### src/rtl/datapath_gen.sv
// Microcoded datapath: register file, X/Y/Z/PSW/IR latches, address mux and a single-outstanding memory bus FSM.
// Optional bus watchdog enabled by defining DATAPATH_BUS_TIMEOUT_EN.
module datapath_gen #(
    parameter int WIDTH   = 16,
    parameter int NREG    = 8,
    parameter int CW      = 3,
    parameter int TIMEOUT = 16,
    localparam int RW     = $clog2(NREG)
) (
    input  logic             clk,
    input  logic             reset,
    input  logic [RW-1:0]    ctl_reg_src,
    input  logic [RW-1:0]    ctl_reg_dst,
    input  logic             ctl_reg_we,
    input  logic             ctl_reg_input,
    input  logic [1:0]       ctl_alu_input,
    input  logic [2:0]       ctl_mem_addr,
    input  logic             ctl_mem_rd,
    input  logic             ctl_mem_we,
    input  logic             ctl_mem_byte,
    input  logic             ctl_x_we,
    input  logic             ctl_y_we,
    input  logic             ctl_z_we,
    input  logic             ctl_psw_we,
    input  logic             ctl_ir_we,
    input  logic [CW-1:0]    cycle_next,
    output logic [WIDTH-1:0] alu_a,
    output logic [WIDTH-1:0] alu_b,
    input  logic [WIDTH-1:0] alu_d,
    input  logic [7:0]       alu_ps,
    output logic [7:0]       psw,
    output logic [WIDTH-1:0] ir,
    output logic [CW-1:0]    cycle,
    output logic             step,
    output logic [WIDTH-1:0] mem_addr,
    output logic [WIDTH-1:0] mem_wdata,
    output logic             mem_req,
    output logic             mem_wr,
    output logic             mem_byte,
    input  logic [WIDTH-1:0] mem_rdata,
    input  logic             mem_ack,
    output logic             bus_err
);

    if (NREG < 2 || (NREG & (NREG - 1)) != 0) begin : g_bad_nreg
        $error("NREG must be a power of two");
    end
    if (TIMEOUT < 1) begin : g_bad_timeout
        $error("TIMEOUT must be at least 1");
    end

`ifdef DATAPATH_BUS_TIMEOUT_EN
    typedef enum logic [1:0] {S_IDLE, S_BUS, S_DONE, S_ERR} state_t;
    localparam int TW = (TIMEOUT > 1) ? $clog2(TIMEOUT) : 1;
    logic [TW-1:0] tcnt;
`else
    typedef enum logic [1:0] {S_IDLE, S_BUS, S_DONE} state_t;
`endif

    state_t           state;
    logic [WIDTH-1:0] regs [NREG];
    logic [WIDTH-1:0] x_q, y_q, z_q, rbuf;
    logic [WIDTH-1:0] src_val, dst_val, sel_addr, reg_wdata;
    logic             access;

    assign src_val   = regs[ctl_reg_src];
    assign dst_val   = regs[ctl_reg_dst];
    assign alu_a     = ctl_alu_input[0] ? x_q : src_val;
    assign alu_b     = ctl_alu_input[1] ? y_q : dst_val;
    assign access    = ctl_mem_rd | ctl_mem_we;
    assign reg_wdata = ctl_reg_input ? rbuf : alu_d;
    // step is combinational so a register-only microcycle commits in the same clock it is presented
    assign step      = (state == S_DONE) || (state == S_IDLE && !access);

    always_comb begin
        sel_addr = z_q;
        case (ctl_mem_addr)
            3'd0: sel_addr = src_val;
            3'd1: sel_addr = src_val + x_q;
            3'd2: sel_addr = dst_val;
            3'd3: sel_addr = dst_val + y_q;
            3'd4: sel_addr = x_q;
            3'd5: sel_addr = y_q;
            default: sel_addr = z_q;
        endcase
    end

    always_ff @(posedge clk) begin
        if (!reset) begin
            for (int unsigned i = 0; i < NREG; i++) regs[i] <= '0;
            x_q       <= '0;
            y_q       <= '0;
            z_q       <= '0;
            rbuf      <= '0;
            psw       <= '0;
            ir        <= '0;
            cycle     <= '0;
            mem_addr  <= '0;
            mem_wdata <= '0;
            mem_req   <= 1'b0;
            mem_wr    <= 1'b0;
            mem_byte  <= 1'b0;
            state     <= S_IDLE;
`ifdef DATAPATH_BUS_TIMEOUT_EN
            tcnt      <= '0;
            bus_err   <= 1'b0;
`endif
        end else begin
            if (step) begin
                if (ctl_reg_we) regs[ctl_reg_dst] <= reg_wdata;
                if (ctl_x_we)   x_q <= rbuf;
                if (ctl_y_we)   y_q <= rbuf;
                if (ctl_z_we)   z_q <= sel_addr;
                if (ctl_psw_we) psw <= alu_ps;
                if (ctl_ir_we)  ir  <= rbuf;
                cycle <= cycle_next;
            end
            case (state)
                S_IDLE: if (access) begin
                    mem_addr  <= sel_addr;
                    mem_wdata <= alu_d;
                    mem_wr    <= ctl_mem_we;
                    mem_byte  <= ctl_mem_byte;
                    mem_req   <= 1'b1;
                    state     <= S_BUS;
`ifdef DATAPATH_BUS_TIMEOUT_EN
                    tcnt      <= '0;
`endif
                end
                S_BUS: if (mem_ack) begin
                    rbuf    <= mem_rdata;
                    mem_req <= 1'b0;
                    mem_wr  <= 1'b0;
                    state   <= S_DONE;
`ifdef DATAPATH_BUS_TIMEOUT_EN
                end else if (tcnt == TW'(TIMEOUT - 1)) begin
                    mem_req <= 1'b0;
                    mem_wr  <= 1'b0;
                    bus_err <= 1'b1;
                    state   <= S_ERR;
                end else begin
                    tcnt <= tcnt + 1'b1;
`endif
                end
                S_DONE: state <= S_IDLE;
                default: state <= state;
            endcase
        end
    end

`ifndef DATAPATH_BUS_TIMEOUT_EN
    assign bus_err = 1'b0;
`endif

endmodule

### config.mk
export PLATFORM = sky130hd
export DESIGN_NAME = datapath_gen
export DESIGN_NICKNAME = d
export VERILOG_FILES = /design/src/rtl/datapath_gen.sv
export SDC_FILE = /design/constraint.sdc
export NUM_CORES = 1
export LEC_CHECK = 0
export ABC_AREA = 1
export CELL_PAD_IN_SITES_DETAIL_PLACEMENT = 2
export CELL_PAD_IN_SITES_GLOBAL_PLACEMENT = 2
export CORE_ASPECT_RATIO = 0.5
export CORE_MARGIN = 2
export CORE_UTILIZATION = 33
export CTS_BUF_LIST = sky130_fd_sc_hd__clkbuf_16
export CTS_CLUSTER_SIZE = 24
export DETAILED_ROUTE_END_ITERATION = 7
export PLACE_DENSITY_LB_ADDON = 0.15
export SYNTH_ARGS = -nofsm -noshare
export SYNTH_HDL_FRONTEND = slang
export SYNTH_SLANG_ARGS = --single-unit
### constraint.sdc
create_clock -name clk -period 3.3 [get_ports clk]
set_input_delay 0.33 -clock clk [delete_from_list [all_inputs] [get_ports clk]]
set_output_delay 0.33 -clock clk [all_outputs]
set_load 0.02 [all_outputs]
==> results of run 1 <==
[where the power goes]
group          switching, mW  internal (mW)
clock                   1.45           1.57
combinational           2.50           1.51
sequential             0.313           3.80
[metal layers]
layer	wire length (µm)	share of wire, %
met1	30900	47
met2	29500	45
met3	3250	5.0
met5	0	0
met4	1800	2.8
[flip-flops by register name, indices dropped and copies added (netlist names)]
name       flops
state          2
mem_byte       1
rbuf          16
psw            8
x_q           16
mem_wr         1
y_q           16
mem_addr      16
mem_req        1
regs         128
mem_wdata     16
cycle          3
ir            16
z_q           16
[synth_stat cells (4+ instances only)]
| master | count |
|---|---|
| or2_2 | 13 |
| o2bb2ai_1 | 4 |
| a21oi_1 | 160 |
| inv_1 | 170 |
| edfxtp_1 | 128 |
| a22oi_1 | 4 |
| nor2_1 | 279 |
| buf_4 | 7 |
| nand4_1 | 10 |
| nand2_1 | 423 |
| dfxtp_1 | 128 |
| ha_1 | 34 |
| clkbuf_1 | 38 |
| nand2_2 | 9 |
| o211ai_1 | 18 |
| nand3b_1 | 9 |
| nand3_2 | 5 |
| xor2_1 | 4 |
| buf_2 | 34 |
| buf_6 | 13 |
| o22ai_1 | 11 |
| nand3_1 | 68 |
| o21a_1 | 5 |
| inv_2 | 15 |
| o21ai_1 | 43 |
| o21ai_0 | 259 |
[area by class of cell]
type | instances | area [µm²]
Antenna cell | 3 | 7.51
Clock inverter | 23 | 143
Fill cell | 4901 | 23900
Inverter | 190 | 721
Tap cell | 577 | 722
Multi-Input combinational cell | 1388 | 6680
Timing Repair Buffer | 350 | 3160
Sequential cell | 256 | 6410
Clock buffer | 27 | 676
[repair_timing]
action / 4_1_cts / 5_1_grt
endpoints found under the setup margin: 2 / 26
gates resized for setup: 2 / 19
hold endpoints to repair: 0 / 0
buffers inserted: 0 / 0
hold buffers: 0 / 0
[path summary, 6_finish.rpt]
check	from	cells past startpoint	end	slack [ns]
setup / recovery	ctl_reg_dst[1]	11	alu_b[4]	0.05
hold / removal	reset	2	regs[7][9]	0.15
setup reg to reg	regs[1][6]	18	mem_addr[15]	0.33
hold reg to reg	psw[7]	2	psw[7]	0.48
[stage by stage]
stage	util, %	hold WS, ns	instances	TNS, ns	area [µm²]
after global routing	43.7	0.168	2813	0	18500
after detailed placement	41.6	0.475	2761	-8.99	17600
after CTS	43.6	0.128	2811	0	18500
final	43.7	0.153	2814	0	18500
after global placement	41.6	0.462	2761	-5.22	17600
after floorplan	-	0.456	1930	0	14300
[logic make-up (layout without fill, tap and decap cells)]
| logic type | Yosys count | in the layout | share of synthesized area, % |
|---|---|---|---|
| buffers and inverters | 286 | 590 | 8.81 |
| other | 1 | 4 | 0.0262 |
| multiplexers | 1 | 1 | 0.0699 |
| flip-flops | 256 | 256 | 44.8 |
| XOR/XNOR | 4 | 4 | 0.245 |
| adder cells (fa/ha/maj) | 36 | 36 | 3.25 |
| AND/OR/NAND/NOR | 833 | 833 | 24.1 |
| AO/OA/AOI/OAI | 513 | 513 | 18.8 |
[worst max-delay path: stages]
cell and delay (ns):
clkdlybuf4s50_1 0.50, buf_4 0.21, nand3_1 0.11, inv_2 0.10
o2bb2ai_1 0.13, nor2_1 0.19, nand4_1 0.28, buf_4 0.24
nand2_1 0.05, o21ai_0 0.15, clkdlybuf4s50_1 0.63
[cell usage in the layout (no fill, tap or decap), drive strengths merged, types with 15 or more instances in the layout]
| master | count |
|---|---|
| nand2 | 432 |
| o21ai | 303 |
| nor2 | 285 |
| inv | 200 |
| buf | 192 |
| a21oi | 160 |
| clkdlybuf4s50 | 149 |
| dfxtp | 128 |
| edfxtp | 128 |
| nand3 | 74 |
| ha | 34 |
| clkbuf | 27 |
| o211ai | 18 |
| or2 | 15 |
==> run_results.csv, run 1 <==
group,metric,value,unit
outcome,status,"finished, final reports clean",
route,first_pass_iters,5,
yosys,synthTopCellsByArea,"edfxtp_1 (27%), dfxtp_1 (18%), nand2_1 (11%)",
setup_path,critical_path.startpoint_type,"input port",
yosys,synth_nets,2033,
route,drc,0,
timing,max_slew.worst_pin.slew,1.10,ns
floorplanning,die_y,151,µm
global_routing,antenna_found_initial,3,
yosys,yosysWarnings,0,
clocking,root_buffer,"clkbuf_16",
yosys,yosysSeqAreaShare,44.8,%
route,drt_iter0_drc,913,
timing,finalWorstSetupSlack,0.0470,ns
clocking,htree_num_levels,1,
power_and_ir_drop,ir_drop,0.000407,V
clocking,clock_path_buffers,3,
yosys,async_flop_share,0,%
yosys,ys_types,49,
floorplanning,boundaryPins,163,
final_layout,drive_above_1_share,13.2,%
min_path,min_path_type,"input port to flip-flop",
timing,relSlewSlack,26.2,%
global_routing,use_met2,47.2,%
timing,fin_worst_skew,0.0285,ns
placed_design,routabilityCongestion,0.885,
global_routing,overflow,0,
setup_path,crit_type,"input port to output port",
floorplanning,core-area,42400,µm²
route,viasPerCell,5.31,
global_routing,global_route.usage.met1,39.7,%
setup_path,worstPathRequired,2.97,ns
placed_design,place_hpwl,49400,µm
global_routing,top_usage_layer,"met2",
placed_design,pre_cts_ws,-0.452,ns
yosys,avgSynthCellArea,7.42,µm²
setup_path,endpoint_kind,"output port",
power_and_ir_drop,power.density,602,nW/µm²
timing,rsz0062_at_grt,"false",
yosys,syn_area,14300,µm²
setup_path,crit_path_max_fanout,7,
placed_design,io_buffers,161,
clocking,clock_sinks,256,
yosys,syn_inst,1930,
floorplanning,initial_utilization,33.8,%
timing,finalCriticalPeriod,3.25,ns
yosys,synth_edf_count,128,
route,ant_nets,0,
final_layout,syn2layout_area_growth,29.3,%
global_routing,grt_max_degree,63,
floorplanning,die-area,45200,µm²
global_routing,grt_usage,28.9,%
global_routing,grt_pass1_vias,15900,
yosys,synth_top_area_share,26.9,%
floorplanning,dieWidth,299,µm
yosys,ys_seq_elements,256,
power_and_ir_drop,power,11.1,mW
global_routing,met3_usage,4.79,%
route,finalWirelength,65500,µm
route,vias,14900,
yosys,yosysTopAreaCell,"edfxtp_1",
power_and_ir_drop,cellLeakagePower,8.08,nW
timing,finalSetupViolations,0,
timing,fmax,307,MHz
clocking,cts_tree,"done",
timing,drv_slew,0,
final_layout,fin_nets,2316,
setup_path,arrival,2.92,ns
clocking,clkTransAtPathRegs,0.07,ns
route,wire_per_inst,23.3,µm
clocking,clock_latency,0.60,ns
yosys,synth_ff_type,"edfxtp_1",
global_routing,grt_pass1_wl,98100,µm
flow_run,maxCapViolations,0,
timing,period_share,98.6,%
timing,hold_viol,0,
floorplanning,num_rows,53,
clocking,cts_buffers,27,
Note: power is estimated with default switching activity, not from simulation.
==> inputs of run 2 (changes only) <==
--- a/config.mk
+++ b/config.mk
@@ -8,13 +8,13 @@
 export ABC_AREA = 1
 export CELL_PAD_IN_SITES_DETAIL_PLACEMENT = 2
 export CELL_PAD_IN_SITES_GLOBAL_PLACEMENT = 2
-export CORE_ASPECT_RATIO = 0.5
 export CORE_MARGIN = 2
 export CORE_UTILIZATION = 33
 export CTS_BUF_LIST = sky130_fd_sc_hd__clkbuf_16
 export CTS_CLUSTER_SIZE = 24
 export DETAILED_ROUTE_END_ITERATION = 7
 export PLACE_DENSITY_LB_ADDON = 0.15
+export SLEW_MARGIN = 20
 export SYNTH_ARGS = -nofsm -noshare
 export SYNTH_HDL_FRONTEND = slang
 export SYNTH_SLANG_ARGS = --single-unit
==> run_results.csv, run 2 (synthesis results as in run 1) <==
group,metric,value,unit
clocking,root_buffer,"clkbuf_16",
global_routing,grt_pass1_wl,98900,µm
floorplanning,num_rows,76,
route,drt_iter0_drc,908,
power_and_ir_drop,internal_power,7.28,mW
final_layout,final_cell_mix,"nand2_1 (419), nor2_1 (279), o21ai_0 (258)",
min_path,hold_end,"cycle[0]",
power_and_ir_drop,share_seq_of_total_power,35.8,%
clocking,htree_num_levels,1,
final_layout,fin_nets,2323,
setup_path,worstPathRequired,2.97,ns
min_path,hold-path-cell-count,3,
setup_path,crit_path_max_fanout,33,
outcome,status,"finished, final reports clean",
setup_path,critical_path.startpoint_type,"input port",
clocking,clock_sinks,256,
floorplanning,boundaryPins,163,
final_layout,mostFrequentLayoutCell,"nand2_1",
floorplanning,die_y,212,µm
global_routing,overflow,0,
final_layout,largest-register,"regs",
timing,max_slew.worst_pin.slew,1.02,ns
min_path,hp-start,"reset",
power_and_ir_drop,p_sw,4.34,mW
final_layout,largest_register_ffs,128,
route,viasPerCell,5.35,
timing,hold_viol,0,
final_layout,final_util,43.5,%
final_layout,fill_cells,5009,
timing,fmax,316,MHz
global_routing,grt_max_degree,66,
route,wire_per_inst,23.4,µm
min_path,min_path_type,"input port to flip-flop",
route,drc,0,
clocking,post_cts_buffers,0,
setup_path,r2r_slack,0.20,ns
power_and_ir_drop,pwr-share-comb,34.9,%
setup_path,path_common_cell,"nand2_1",
setup_path,crit_type,"input port to output port",
clocking,cts_tree,"done",
route,first_pass_iters,5,
setup_path,r2r-end,"mem_addr[11]",
setup_path,endpoint_kind,"output port",
power_and_ir_drop,ir_drop,0.000448,V
floorplanning,die-area,45100,µm²
global_routing,antenna_found_initial,1,
route,finalWirelength,66200,µm
setup_path,arrival,2.83,ns
setup_path,slowest_delay,0.63,ns
power_and_ir_drop,switching_share,37.4,%
power_and_ir_drop,clockPowerShare,29.3,%
final_layout,n_antenna_cell,0,
final_layout,drive_above_1_share,13.6,%
timing,period_share,95.9,%
clocking,clock_latency,0.60,ns
timing,hold_ws,0.148,ns
route,vias,15100,
setup_path,slowest_stage,"clkdlybuf4s50_1",
timing,finalCriticalPeriod,3.16,ns
setup_path,r2r_cells,18,
floorplanning,initial_utilization,33.3,%
global_routing,grt_usage,29.4,%
power_and_ir_drop,power,11.6,mW
clocking,clock_path_buffers,3,
timing,finalSetupViolations,0,
clocking,clkTransAtPathRegs,0.06,ns
clocking,cts_hold_buffers,0,
global_routing,grt_pass1_vias,16400,
setup_path,crit_chain,"clkdlybuf4s50_1 > buf_12 > buf_8 > buf_4 > nand2_1 > o21ai_0 > nand2_1 > nand2_1 > nand2_1 > nand2_1 > buf_4 > nand2_1 > o21ai_0 > clkdlybuf4s50_1",
floorplanning,dieWidth,212,µm
timing,drv_slew,0,
power_and_ir_drop,cellLeakagePower,8.12,nW
setup_path,crit_start,"ctl_reg_dst[0]",
placed_design,routabilityCongestion,0.886,
flow_run,maxCapViolations,0,
route,ant_nets,0,
floorplanning,core-area,43000,µm²
clocking,cts_buffers,31,
timing,relSlewSlack,31.5,%
placed_design,place_hpwl,49900,µm
final_layout,syn2layout_area_growth,30.7,%
placed_design,io_buffers,161,
power_and_ir_drop,power.density,621,nW/µm²
setup_path,r2r-start,"regs[1][4]",
clocking,post_cts_resize_count,4,
timing,fin_worst_skew,0.0162,ns
-- run 2: changes by cell type in the layout (fill, tap and decap cells not counted), sizes merged --
cell / change
diode: -3
inv: -5
dlymetal6s2s: -2
clkdlybuf4s50: +3
bufinv: +2
buf: +2
clkinvlp: +2
clkinv: +1
clkbuf: +4
-- run 2: how the worst max path moves through the flow --
stage	endpoint	slack [ns]
final	alu_b[13]	0.14
after detailed placement	z_q[14]	-0.48
after floorplan	mem_addr[14]	0.70
after global placement	mem_addr[6]	-0.28
after global routing	z_q[13]	-0.004
after CTS	alu_b[6]	0.02
-- run 2: cell type report --
type,instances,area (µm²),share of cell area [%]
inverter,190,721,3.85
tap,585,732,3.91
multi-input combinational,1388,6680,35.7
clock buffer,31,776,4.15
sequential,256,6410,34.2
timing repair buffer,353,3180,17.0
clock inverter,23,206,1.10
-- run 2: routing by layer --
layer	up-vias	track usage (%)	wire length (µm)
li1	6986	-	-
met1	7586	37.8	28900
met2	414	49.1	30800
met3	119	4.77	3760
met4	2	11.9	2690
met5	-	0	13
-- run 2: power by group through the flow --
stage	clock network, mW	logic (mW)	registers (mW)
finish	3.40	4.05	4.16
global route	3.59	4.41	4.21
CTS	3.46	4.06	4.16
detailed placement	0	4.00	4.21
global placement	0	3.84	4.18
floorplan	0	1.80	4.34
-- run 2: stage by stage --
stage / setup slack, ns / std cells / TNS, ns / cell area (µm²)
5_1_grt: -0.00366 / 2826 / -0.00623 / 18700
4_1_cts: 0.0240 / 2826 / 0 / 18700
6_report: 0.137 / 2826 / 0 / 18700
3_5_place_dp: -0.485 / 2772 / -10.76 / 17700
2_1_floorplan: 0.696 / 1930 / 0 / 14300
3_3_place_gp: -0.280 / 2772 / -5.96 / 17700
-- run 2: critical path: cells and delay by family --
kind            cells  cell delay [ns]
buf+inv             6             1.87
simple gates        6             0.46
compound gates      2             0.16
==> inputs of run 3 (changes only) <==
--- a/config.mk
+++ b/config.mk
@@ -14,7 +14,6 @@
 export CTS_CLUSTER_SIZE = 24
 export DETAILED_ROUTE_END_ITERATION = 7
 export PLACE_DENSITY_LB_ADDON = 0.15
-export SLEW_MARGIN = 20
 export SYNTH_ARGS = -nofsm -noshare
 export SYNTH_HDL_FRONTEND = slang
 export SYNTH_SLANG_ARGS = --single-unit
==> results of run 3 <==
Final layout, timing and power as in run 2 (identical DEF).
